<file path="config.mk">
export PLATFORM = sky130hd
export DESIGN_NAME = led_pattern_rm
export DESIGN_NICKNAME = d
export VERILOG_FILES = /design/src/rtl/led_rm_pkg.sv /design/src/rtl/rm_tick_gen.sv /design/src/rtl/led_pattern_rm.sv
export SDC_FILE = /design/constraint.sdc
export NUM_CORES = 1
export LEC_CHECK = 0
export ABC_AREA = 1
export CORE_MARGIN = 2
export CORE_UTILIZATION = 30
export DETAILED_ROUTE_END_ITERATION = 7
export HOLD_SLACK_MARGIN = 0.08
export PLACE_DENSITY = 0.48
export SLEW_MARGIN = 20
export SYNTH_ARGS = -nofsm -noshare
export SYNTH_HDL_FRONTEND = slang
export SYNTH_HIERARCHICAL = 1
export SYNTH_SLANG_ARGS = --single-unit
</file>
<file path="constraint.sdc">
create_clock -name gclk -period 4.55 [get_ports gclk]
set_input_delay 0.91 -clock gclk [delete_from_list [all_inputs] [get_ports gclk]]
set_output_delay 0.91 -clock gclk [all_outputs]
set_load 0.02 [all_outputs]
</file>
<file path="src/rtl/led_rm_pkg.sv">
// Shared types and constants for the LED pattern reconfigurable module.
// Holds the walker/counter state enums and the pattern turn-around values.
package led_rm_pkg;

    typedef enum logic {
        W_LEFT  = 1'b0,
        W_RIGHT = 1'b1
    } walk_state_t;

    typedef enum logic {
        C_UP   = 1'b0,
        C_DOWN = 1'b1
    } cnt_state_t;

    localparam logic [3:0] UPPER_RST   = 4'b0001;
    localparam logic [3:0] LOWER_RST   = 4'h0;
    localparam logic [3:0] WALK_TURN_L = 4'b0100;
    localparam logic [3:0] WALK_TURN_R = 4'b0010;
    localparam logic [3:0] CNT_TOP     = 4'hE;
    localparam logic [3:0] CNT_BOT     = 4'h1;

    function automatic logic is_one_hot(input logic [3:0] v);
        return (v != 4'b0000) && ((v & (v - 4'b0001)) == 4'b0000);
    endfunction

endpackage

</file>
<file path="src/rtl/rm_tick_gen.sv">
// Prescaler: counts 0..PRESCALE_MAX and pulses tick for one cycle at the
// terminal count. PRESCALE_MAX=0 leaves tick permanently high.
module rm_tick_gen #(
    parameter int PRESCALE_W   = 27,
    parameter int PRESCALE_MAX = 99_999_999
) (
    input  logic gclk,
    input  logic rst,
    output logic tick
);

    localparam logic [PRESCALE_W-1:0] MAX_V = PRESCALE_W'(PRESCALE_MAX);

    logic [PRESCALE_W-1:0] presc;

    assign tick = (presc == MAX_V);

    always_ff @(posedge gclk) begin
        if (rst) begin
            presc <= '0;
        end else if (tick) begin
            presc <= '0;
        end else begin
            presc <= presc + 1'b1;
        end
    end

endmodule

</file>
<file path="src/rtl/led_pattern_rm.sv">
// Reconfigurable partition contents: bouncing one-hot walker on the upper
// nibble and an up/down triangle counter on the lower nibble, both stepping on tick.
module led_pattern_rm
    import led_rm_pkg::*;
#(
    parameter int PRESCALE_W   = 27,
    parameter int PRESCALE_MAX = 99_999_999
) (
    input  logic       gclk,
    input  logic       rst,
    output logic [3:0] upper,
    output logic [3:0] lower
);

    logic        tick;
    walk_state_t walk_state, walk_next;
    cnt_state_t  cnt_state, cnt_next;
    logic [3:0]  upper_next, lower_next;

    rm_tick_gen #(
        .PRESCALE_W  (PRESCALE_W),
        .PRESCALE_MAX(PRESCALE_MAX)
    ) u_tick (
        .gclk(gclk),
        .rst (rst),
        .tick(tick)
    );

    always_ff @(posedge gclk) begin
        if (rst) begin
            walk_state <= W_LEFT;
            upper      <= UPPER_RST;
            cnt_state  <= C_UP;
            lower      <= LOWER_RST;
        end else begin
            walk_state <= walk_next;
            upper      <= upper_next;
            cnt_state  <= cnt_next;
            lower      <= lower_next;
        end
    end

    // A corrupted (non-one-hot) walker restarts from the reset pattern.
    always_comb begin
        walk_next  = walk_state;
        upper_next = upper;
        if (tick) begin
            if (!is_one_hot(upper)) begin
                walk_next  = W_LEFT;
                upper_next = UPPER_RST;
            end else begin
                case (walk_state)
                    W_LEFT: begin
                        upper_next = upper << 1;
                        if (upper == WALK_TURN_L) walk_next = W_RIGHT;
                    end
                    W_RIGHT: begin
                        upper_next = upper >> 1;
                        if (upper == WALK_TURN_R) walk_next = W_LEFT;
                    end
                    default: begin
                        walk_next  = W_LEFT;
                        upper_next = UPPER_RST;
                    end
                endcase
            end
        end
    end

    // The extreme-value guards keep the count from ever wrapping, even if
    // state and count disagree after an upset.
    always_comb begin
        cnt_next   = cnt_state;
        lower_next = lower;
        if (tick) begin
            case (cnt_state)
                C_UP: begin
                    if (lower == 4'hF) begin
                        lower_next = CNT_TOP;
                        cnt_next   = C_DOWN;
                    end else begin
                        lower_next = lower + 4'h1;
                        if (lower == CNT_TOP) cnt_next = C_DOWN;
                    end
                end
                C_DOWN: begin
                    if (lower == 4'h0) begin
                        lower_next = CNT_BOT;
                        cnt_next   = C_UP;
                    end else begin
                        lower_next = lower - 4'h1;
                        if (lower == CNT_BOT) cnt_next = C_UP;
                    end
                end
                default: begin
                    cnt_next   = C_UP;
                    lower_next = LOWER_RST;
                end
            endcase
        end
    end

endmodule

</file>
==> impl_metrics.yaml, run 1 <==
run_status:
  status: "finished, final reports clean"
route:
  drt-total-wl_um: 4654
  wl_per_cell_um: 10.67
  drt_iter0_markers: 106
  dr_total_vias: 1920
  drt.antenna.violating_nets: 0
  remaining_drc_errors: 0
  firstDrtPassIters: 4
  viasPerCell: 4.404
timing:
  setup_violations: 0
  slew_violations: 0
  tightest_slew_ns: 0.9408
  min_period_ns: 2.447
  fin_worst_skew_ns: 0.005121
  finalCritPeriodShare_pct: 53.79
  maxSlewHeadroom_pct: 37.05
  hold_viol: 0
  rsz0062_at_grt: "false"
  fin_ws_ns: 2.103
  finalSetupTns_ns: 0
  max_freq_mhz: 408.6
die:
  die_h_um: 88.85
  fp.dieW_um: 88.85
  core_um2: 6869
  fp-row-count: 30
  dieArea_um2: 7893
  initial_core_util_pct: 31.44
  pin_count: 10
clocking:
  cts_htree_levels: 2
  cts_tree: "yes"
  clock-sinks: 37
  clkTransAtPathRegs_ns: 0.07
  cts_made_buffers: 5
  post_cts_resize_count: 0
  cts_buffer_depth: 2
  clock_latency_ns: 0.29
  cts_hold_buf: 0
  clockRootBuffer: "clkbuf_8"
  postCtsSetupBuffers: 0
finish:
  layout_commonest_cell: "nand2_1"
  design_area_um2: 2411
  nNetsFinal: 348
  final_util_pct: 35.10
  synthToLayoutAreaGrowth_pct: 11.65
  layoutNonFillerInstCount: 436
  final_cell_mix: "94 x nand2_1, 69 x nor2_1, 37 x dfxtp_1, 28 x inv_1, 18 x nand3_1"
  layout-drive-gt1-share_pct: 7.941
  diodes: 0
critical_path:
  critPathArrivalTime_ns: 1.54
  critical_path_class: "reg2out"
  endpoint: "lower[2]"
  reg2reg_depth: 11
  cp_slowest_cell: "clkdlybuf4s50_1"
  worstPathRequired_ns: 3.64
  r2r_start: "u_tick/presc[0]$_SDFF_PP0_"
  crit_start: "lower[2]$_SDFFE_PP0P_"
  reg2reg_slack_ns: 2.16
  start_kind: "flop"
  crit_family: "buffers and inverters"
  cp_num_cells: 1
  crit_path_end_kind: "output port"
  worst_r2r_endpoint: "cnt_state$_SDFFE_PP0P_"
  crit_buf_inv: 1
  path_cells: "clkdlybuf4s50_1"
  worstPathMaxFanout: 8
  critPathMaxStageDelay_ns: 0.69
synth:
  synth_top_area_share_pct: 34.30
  syn_area_um2: 2160
  yosysWarnings: 6
  netlist_top_cells_area: "dfxtp_1 34%, nand2_1 16%, nor2_1 12%"
  synth.largest_area_cell: "dfxtp_1"
  syn_nets: 336
  ys_seq_area_share_pct: 34.30
  syn_inst: 328
  ys_types: 28
  ys_seq_elements: 37
  syn_avg_cell_area_um2: 6.584
flow_run:
  maxCapViolCount: 0
placed_design:
  gp_congestion: 0.7910
  hpwl_um: 3506
  dpl_cell_area_um2: 2325
  place_ws_ns: 2.155
  place_inst: 429
  io_buffers: 9
power:
  vdd_ir_drop_max_mv: 0.1066
  p_leak_nw: 0.8481
  powerDensity_nw_per_um2: 237.0
global_route:
  grt_start_max_net_pins: 28
  antenna_found_initial: 0
  grt_pass1_vias: 1722
  gr-total-overflow: 0
  grt_usage_pct: 13.35
  grt_first_pass_wirelength_um: 8073
min_path:
  worstHoldPathType: "reg2reg"
==> flip-flops by register name, summed over array words and instances, names as in the netlist <==
register	cells
u_tick/presc	27
walk_state	1
upper	4
lower	4
cnt_state	1
==> per-stage QoR <==
| stage | hold slack (ns) | power [mW] |
|---|---|---|
| 2_1_floorplan | 0.4175 | 0.3443 |
| 3_3_place_gp | 0.4304 | 0.3467 |
| 3_5_place_dp | 0.4431 | 0.3468 |
| 4_1_cts | 0.4539 | 0.5856 |
| 5_1_grt | 0.4825 | 0.6060 |
| 6_report | 0.4498 | 0.5713 |
==> worst min path at each step <==
stage	startpoint	end	slack, ns	depth (start not counted)
2_1_floorplan	u_tick/presc[0]$_SDFF_PP0_	u_tick/presc[0]$_SDFF_PP0_	0.42	1
3_3_place_gp	u_tick/presc[0]$_SDFF_PP0_	u_tick/presc[0]$_SDFF_PP0_	0.43	1
3_5_place_dp	u_tick/presc[0]$_SDFF_PP0_	u_tick/presc[0]$_SDFF_PP0_	0.44	1
4_1_cts	u_tick/presc[0]$_SDFF_PP0_	u_tick/presc[0]$_SDFF_PP0_	0.45	1
5_1_grt	u_tick/presc[0]$_SDFF_PP0_	u_tick/presc[0]$_SDFF_PP0_	0.48	1
6_report	u_tick/presc[0]$_SDFF_PP0_	u_tick/presc[0]$_SDFF_PP0_	0.45	1
==> power by group <==
group	switching [mW]	internal (mW)	total [mW]
combinational	0.00809	0.00357	0.0117
clock	0.112	0.120	0.232
sequential	0.00149	0.326	0.327
total	0.122	0.450	0.571
==> final cells by class <==
class | count | area [um^2]
Clock buffer | 7 | 86.33
Tap cell | 96 | 120.1
Fill cell | 743 | 4458
Timing Repair Buffer | 9 | 90.09
Sequential cell | 37 | 740.7
Inverter | 30 | 112.6
Multi-Input combinational cell | 257 | 1261
==> cells in the mapped netlist (all sizes together) <==
master	n
xor2	6
nor4	1
nand4	3
inv	30
dfxtp	37
a21oi	13
or2	1
buf	4
ha	6
o21ai	13
nor3	2
o211ai	3
nand3	18
nor2	81
o21bai	1
nand2	98
nand3b	1
and2	1
xnor2	9
==> per-layer routing <==
metal	vias up	track usage (%)	part of all wire, %
li1	1043	-	-
met2	21	20.22	44
met4	0	4.959	1.7
met1	849	18.27	52
met3	7	3.358	2.6
met5	-	0	0
==> logic make-up after synthesis <==
group	count (synthesis)	synth area share, %
DFF	37	34.30
and+or+nand+nor	206	41.08
buffers and inverters	34	7.300
adders and majority gates	6	3.476
xor gates and xnor gates	15	6.084
AOI/OAI and AO/OA	30	7.764
(Power assumes the default switching activity.)
==> run 2, diff against run 1 <==
clock period = 2.5 ns   (was 4.55 ns; I/O delays follow)
==> impl_metrics.yaml, run 2 (synthesis gave the netlist of run 1 again) <==
timing:
  slew_violations: 0
  setup_violations: 0
  fin_worst_skew_ns: 0.002236
  finalCritPeriodShare_pct: 80.95
  min_period_ns: 2.024
  hold_viol: 0
  rsz0062_at_grt: "false"
  finalSetupTns_ns: 0
  maxSlewHeadroom_pct: 74.28
  hold_slack_ns: 0.4488
  max_freq_mhz: 494.2
  tightest_slew_ns: 0.3852
finish:
  diodes: 0
  layout_commonest_cell: "nand2_1"
  nNetsFinal: 350
  layout-drive-gt1-share_pct: 8.480
  reg_top3: "u_tick/presc: 27 flops, lower: 4 flops, upper: 4 flops"
  synthToLayoutAreaGrowth_pct: 12.34
  final_cell_mix: "94 x nand2_1, 69 x nor2_1, 37 x dfxtp_1, 28 x inv_1, 18 x nand3_1"
  regMostFlops: "u_tick/presc"
  largest_reg_flops: 27
  final_util_pct: 35.32
global_route:
  grt_first_pass_wirelength_um: 8059
  grt_pass1_vias: 1745
  grt_start_max_net_pins: 28
  antenna_found_initial: 0
  gr-total-overflow: 0
  grt_usage_pct: 13.17
min_path:
  worstHoldPathType: "reg2reg"
  holdPathStages: 1
placed_design:
  hpwl_um: 3583
  io_buffers: 9
  gp_congestion: 0.8462
clocking:
  clockRootBuffer: "clkbuf_8"
  clock_latency_ns: 0.28
  postCtsSetupBuffers: 0
  cts_tree: "yes"
  post_cts_resize_count: 0
  clock-sinks: 37
  cts_htree_levels: 2
  clkTransAtPathRegs_ns: 0.07
  cts_made_buffers: 5
  cts_buffer_depth: 2
  cts_hold_buf: 0
flow_run:
  maxCapViolCount: 0
critical_path:
  critPathMaxStageDelay_ns: 0.68
  reg2reg_slack_ns: 0.62
  cp_num_cells: 1
  cp_slowest_cell: "clkdlybuf4s50_1"
  start_kind: "flop"
  path_cells: "clkdlybuf4s50_1"
  worstPathRequired_ns: 2.00
  worstPathMaxFanout: 8
  crit_buf_inv: 1
  reg2reg_depth: 12
  critPathArrivalTime_ns: 1.52
  crit_path_end_kind: "output port"
  critical_path_class: "reg2out"
  crit_family: "buffers and inverters"
power:
  vdd_ir_drop_max_mv: 0.1915
  p_leak_nw: 0.8590
  powerDensity_nw_per_um2: 429.2
die:
  pin_count: 10
  fp-row-count: 30
  initial_core_util_pct: 31.44
  fp.dieW_um: 88.85
  die_h_um: 88.85
  dieArea_um2: 7893
  core_um2: 6869
route:
  drt-total-wl_um: 4727
  wl_per_cell_um: 10.79
  drt.antenna.violating_nets: 0
  dr_total_vias: 1891
  drt_iter0_markers: 101
  remaining_drc_errors: 0
  firstDrtPassIters: 4
  viasPerCell: 4.317
run_status:
  status: "finished, final reports clean"
-- run 2: changes by cell type in the layout (fill, tap and decap cells not counted), sizes merged --
cell	previous run	this run
buf	0	2
-- run 2: through the flow --
stage | cell area (um^2) | worst slack, ns | cells | power, mW
floorplan | 2160 | 0.7143 | 328 | 0.6267
global placement | 2340 | 0.6827 | 431 | 0.6311
detailed placement | 2340 | 0.6185 | 431 | 0.6310
CTS | 2426 | 0.4533 | 438 | 1.055
global route | 2426 | 0.3749 | 438 | 1.087
finish | 2426 | 0.4763 | 438 | 1.041
-- run 2: power breakdown --
group | switching (mW) | internal, mW
Combinational | 0.0144 | 0.00650
Sequential | 0.00275 | 0.593
Clock | 0.206 | 0.219
Total | 0.223 | 0.818
-- run 2: final timing paths --
| check | start | to |
|---|---|---|
| max reg2reg | u_tick/presc[0]$_SDFF_PP0_ | cnt_state$_SDFFE_PP0P_ |
| max | lower[2]$_SDFFE_PP0P_ | lower[2] |
| min | u_tick/presc[0]$_SDFF_PP0_ | u_tick/presc[0]$_SDFF_PP0_ |
| min reg2reg | u_tick/presc[0]$_SDFF_PP0_ | u_tick/presc[0]$_SDFF_PP0_ |
-- run 2: metal layers --
metal	up-vias	global-route usage, %	part of all wire, %
li1	1046	-	-
met3	4	2.799	1.9
met5	-	0	0
met1	825	19.63	55
met2	16	18.59	42
met4	0	4.545	1.1
-- run 2: area by class of cell --
cell class,count,area (um^2)
inverters,30,112.6
well taps,96,120.1
fillers,774,4443
repair buffers,11,105.1
flip-flops and latches,37,740.7
multi-input cells,257,1261
clock buffers,7,86.33
-- run 2: worst register-to-register path: cells and delay by family (launching register included) --
family                     cells  cell delay [ns]
AOI/OAI and AO/OA              2             0.23
adders and majority gates      1             0.21
buffers and inverters          4             0.44
DFF                            1             0.35
and+or+nand+nor                5             0.58
==> run 3, diff against run 2 <==
clock period = 1.95 ns   (was 2.5 ns; I/O delays follow)
==> impl_metrics.yaml, run 3 (synthesis gave the netlist of run 1 again) <==
power:
  powerDensity_nw_per_um2: 534.3
  p_leak_nw: 0.8860
  power_mw: 1.324
  vdd_ir_drop_max_mv: 0.2026
timing:
  setup_violations: 0
  fin_ws_ns: 0.1524
  maxSlewHeadroom_pct: 77.78
  hold_viol: 0
  slew_violations: 0
  min_period_ns: 1.798
  finalCritPeriodShare_pct: 92.19
  tightest_slew_ns: 0.3321
  rsz0062_at_grt: "false"
  finalSetupTns_ns: 0
  fin_worst_skew_ns: 0.006326
  max_freq_mhz: 556.3
finish:
  layout_commonest_cell: "nand2_1"
  layout.area.seq_um2: 742.0
  synthToLayoutAreaGrowth_pct: 14.77
  regMostFlops: "u_tick/presc"
  layout-drive-gt1-share_pct: 11.46
  fillCellCount: 752
  final_cell_mix: "94 x nand2_1, 68 x nor2_1, 36 x dfxtp_1, 27 x inv_1, 18 x nand3_1"
  diodes: 0
  largest_reg_flops: 27
  reg_top3: "u_tick/presc: 27 flops, lower: 4 flops, upper: 4 flops"
  nNetsFinal: 356
  layoutNonFillerInstCount: 445
  multi_input_area_um2: 1271
  design_area_um2: 2479
clocking:
  post_cts_resize_count: 0
  cts_buffer_depth: 2
  clkTransAtPathRegs_ns: 0.08
  clock-sinks: 37
  postCtsSetupBuffers: 0
  clock_latency_ns: 0.29
  cts_htree_levels: 2
  cts_hold_buf: 0
  clockRootBuffer: "clkbuf_8"
  cts_made_buffers: 5
  cts_tree: "yes"
min_path:
  holdPathStages: 1
  worstHoldPathType: "reg2reg"
global_route:
  grt_first_pass_wirelength_um: 8314
  gr-total-overflow: 0
  grt_pass1_vias: 1776
  grt_start_max_net_pins: 28
  grt_usage_pct: 13.52
  antenna_found_initial: 0
critical_path:
  crit_buf_inv: 1
  cp_slowest_cell: "clkdlybuf4s50_1"
  cp_num_cells: 1
  path_cells: "clkdlybuf4s50_1"
  crit_path_end_kind: "output port"
  critPathArrivalTime_ns: 1.41
  crit_family: "buffers and inverters"
  worstPathMaxFanout: 8
  critPathMaxStageDelay_ns: 0.65
  reg2reg_depth: 12
  worstPathRequired_ns: 1.56
  critical_path_class: "reg2out"
  start_kind: "flop"
die:
  dieArea_um2: 7893
  fp-row-count: 30
  initial_core_util_pct: 31.44
  fp.dieW_um: 88.85
  pin_count: 10
  die_h_um: 88.85
  core_um2: 6869
route:
  viasPerCell: 4.364
  wl_per_cell_um: 10.77
  drt_iter0_markers: 61
  firstDrtPassIters: 4
  drt.antenna.violating_nets: 0
  dr_total_vias: 1942
  drt-total-wl_um: 4791
  remaining_drc_errors: 0
flow_run:
  maxCapViolCount: 0
run_status:
  status: "finished, final reports clean"
placed_design:
  io_buffers: 9
  place_ws_ns: 0.1126
  gp_congestion: 0.8453
  hpwl_um: 3591
  dpl_cell_area_um2: 2385
  place_inst: 437
-- run 3: per-layer routing --
layer | global-route usage [%] | vias to the layer above | part of all wire [%]
met2 | 20.28 | 12 | 43
met1 | 19.22 | 863 | 55
met4 | 4.545 | 0 | 1.1
met3 | 2.799 | 5 | 1.5
li1 | - | 1062 | -
met5 | 0 | - | 0
-- run 3: layout make-up --
class | instances | share of cell area (%)
sequential | 37 | 29.93
multi-input combinational | 257 | 51.29
clock buffer | 6 | 2.928
tap | 96 | 4.846
inverter | 30 | 4.543
timing repair buffer | 17 | 6.058
clock inverter | 2 | 0.4038
-- run 3: final timing paths --
kind | startpoint | to | slack (ns)
max | lower[0]$_SDFFE_PP0P_ | lower[0] | 0.15
min | u_tick/presc[0]$_SDFF_PP0_ | u_tick/presc[0]$_SDFF_PP0_ | 0.42
max reg2reg | u_tick/presc[0]$_SDFF_PP0_ | walk_state$_SDFFE_PP0P_ | 0.27
min reg2reg | u_tick/presc[0]$_SDFF_PP0_ | u_tick/presc[0]$_SDFF_PP0_ | 0.42
-- run 3: through the flow --
stage          utilization, %  hold slack [ns]
2_1_floorplan               -           0.4175
3_3_place_gp            34.72           0.4289
3_5_place_dp            34.72           0.4398
4_1_cts                 35.92           0.4580
5_1_grt                 36.08           0.4438
6_report                36.08           0.4198
-- run 3: power by group --
group	internal [mW]	switching, mW	total [mW]
clock	0.248	0.284	0.532
combinational	0.0101	0.0187	0.0288
sequential	0.760	0.00364	0.764
total	1.02	0.306	1.32
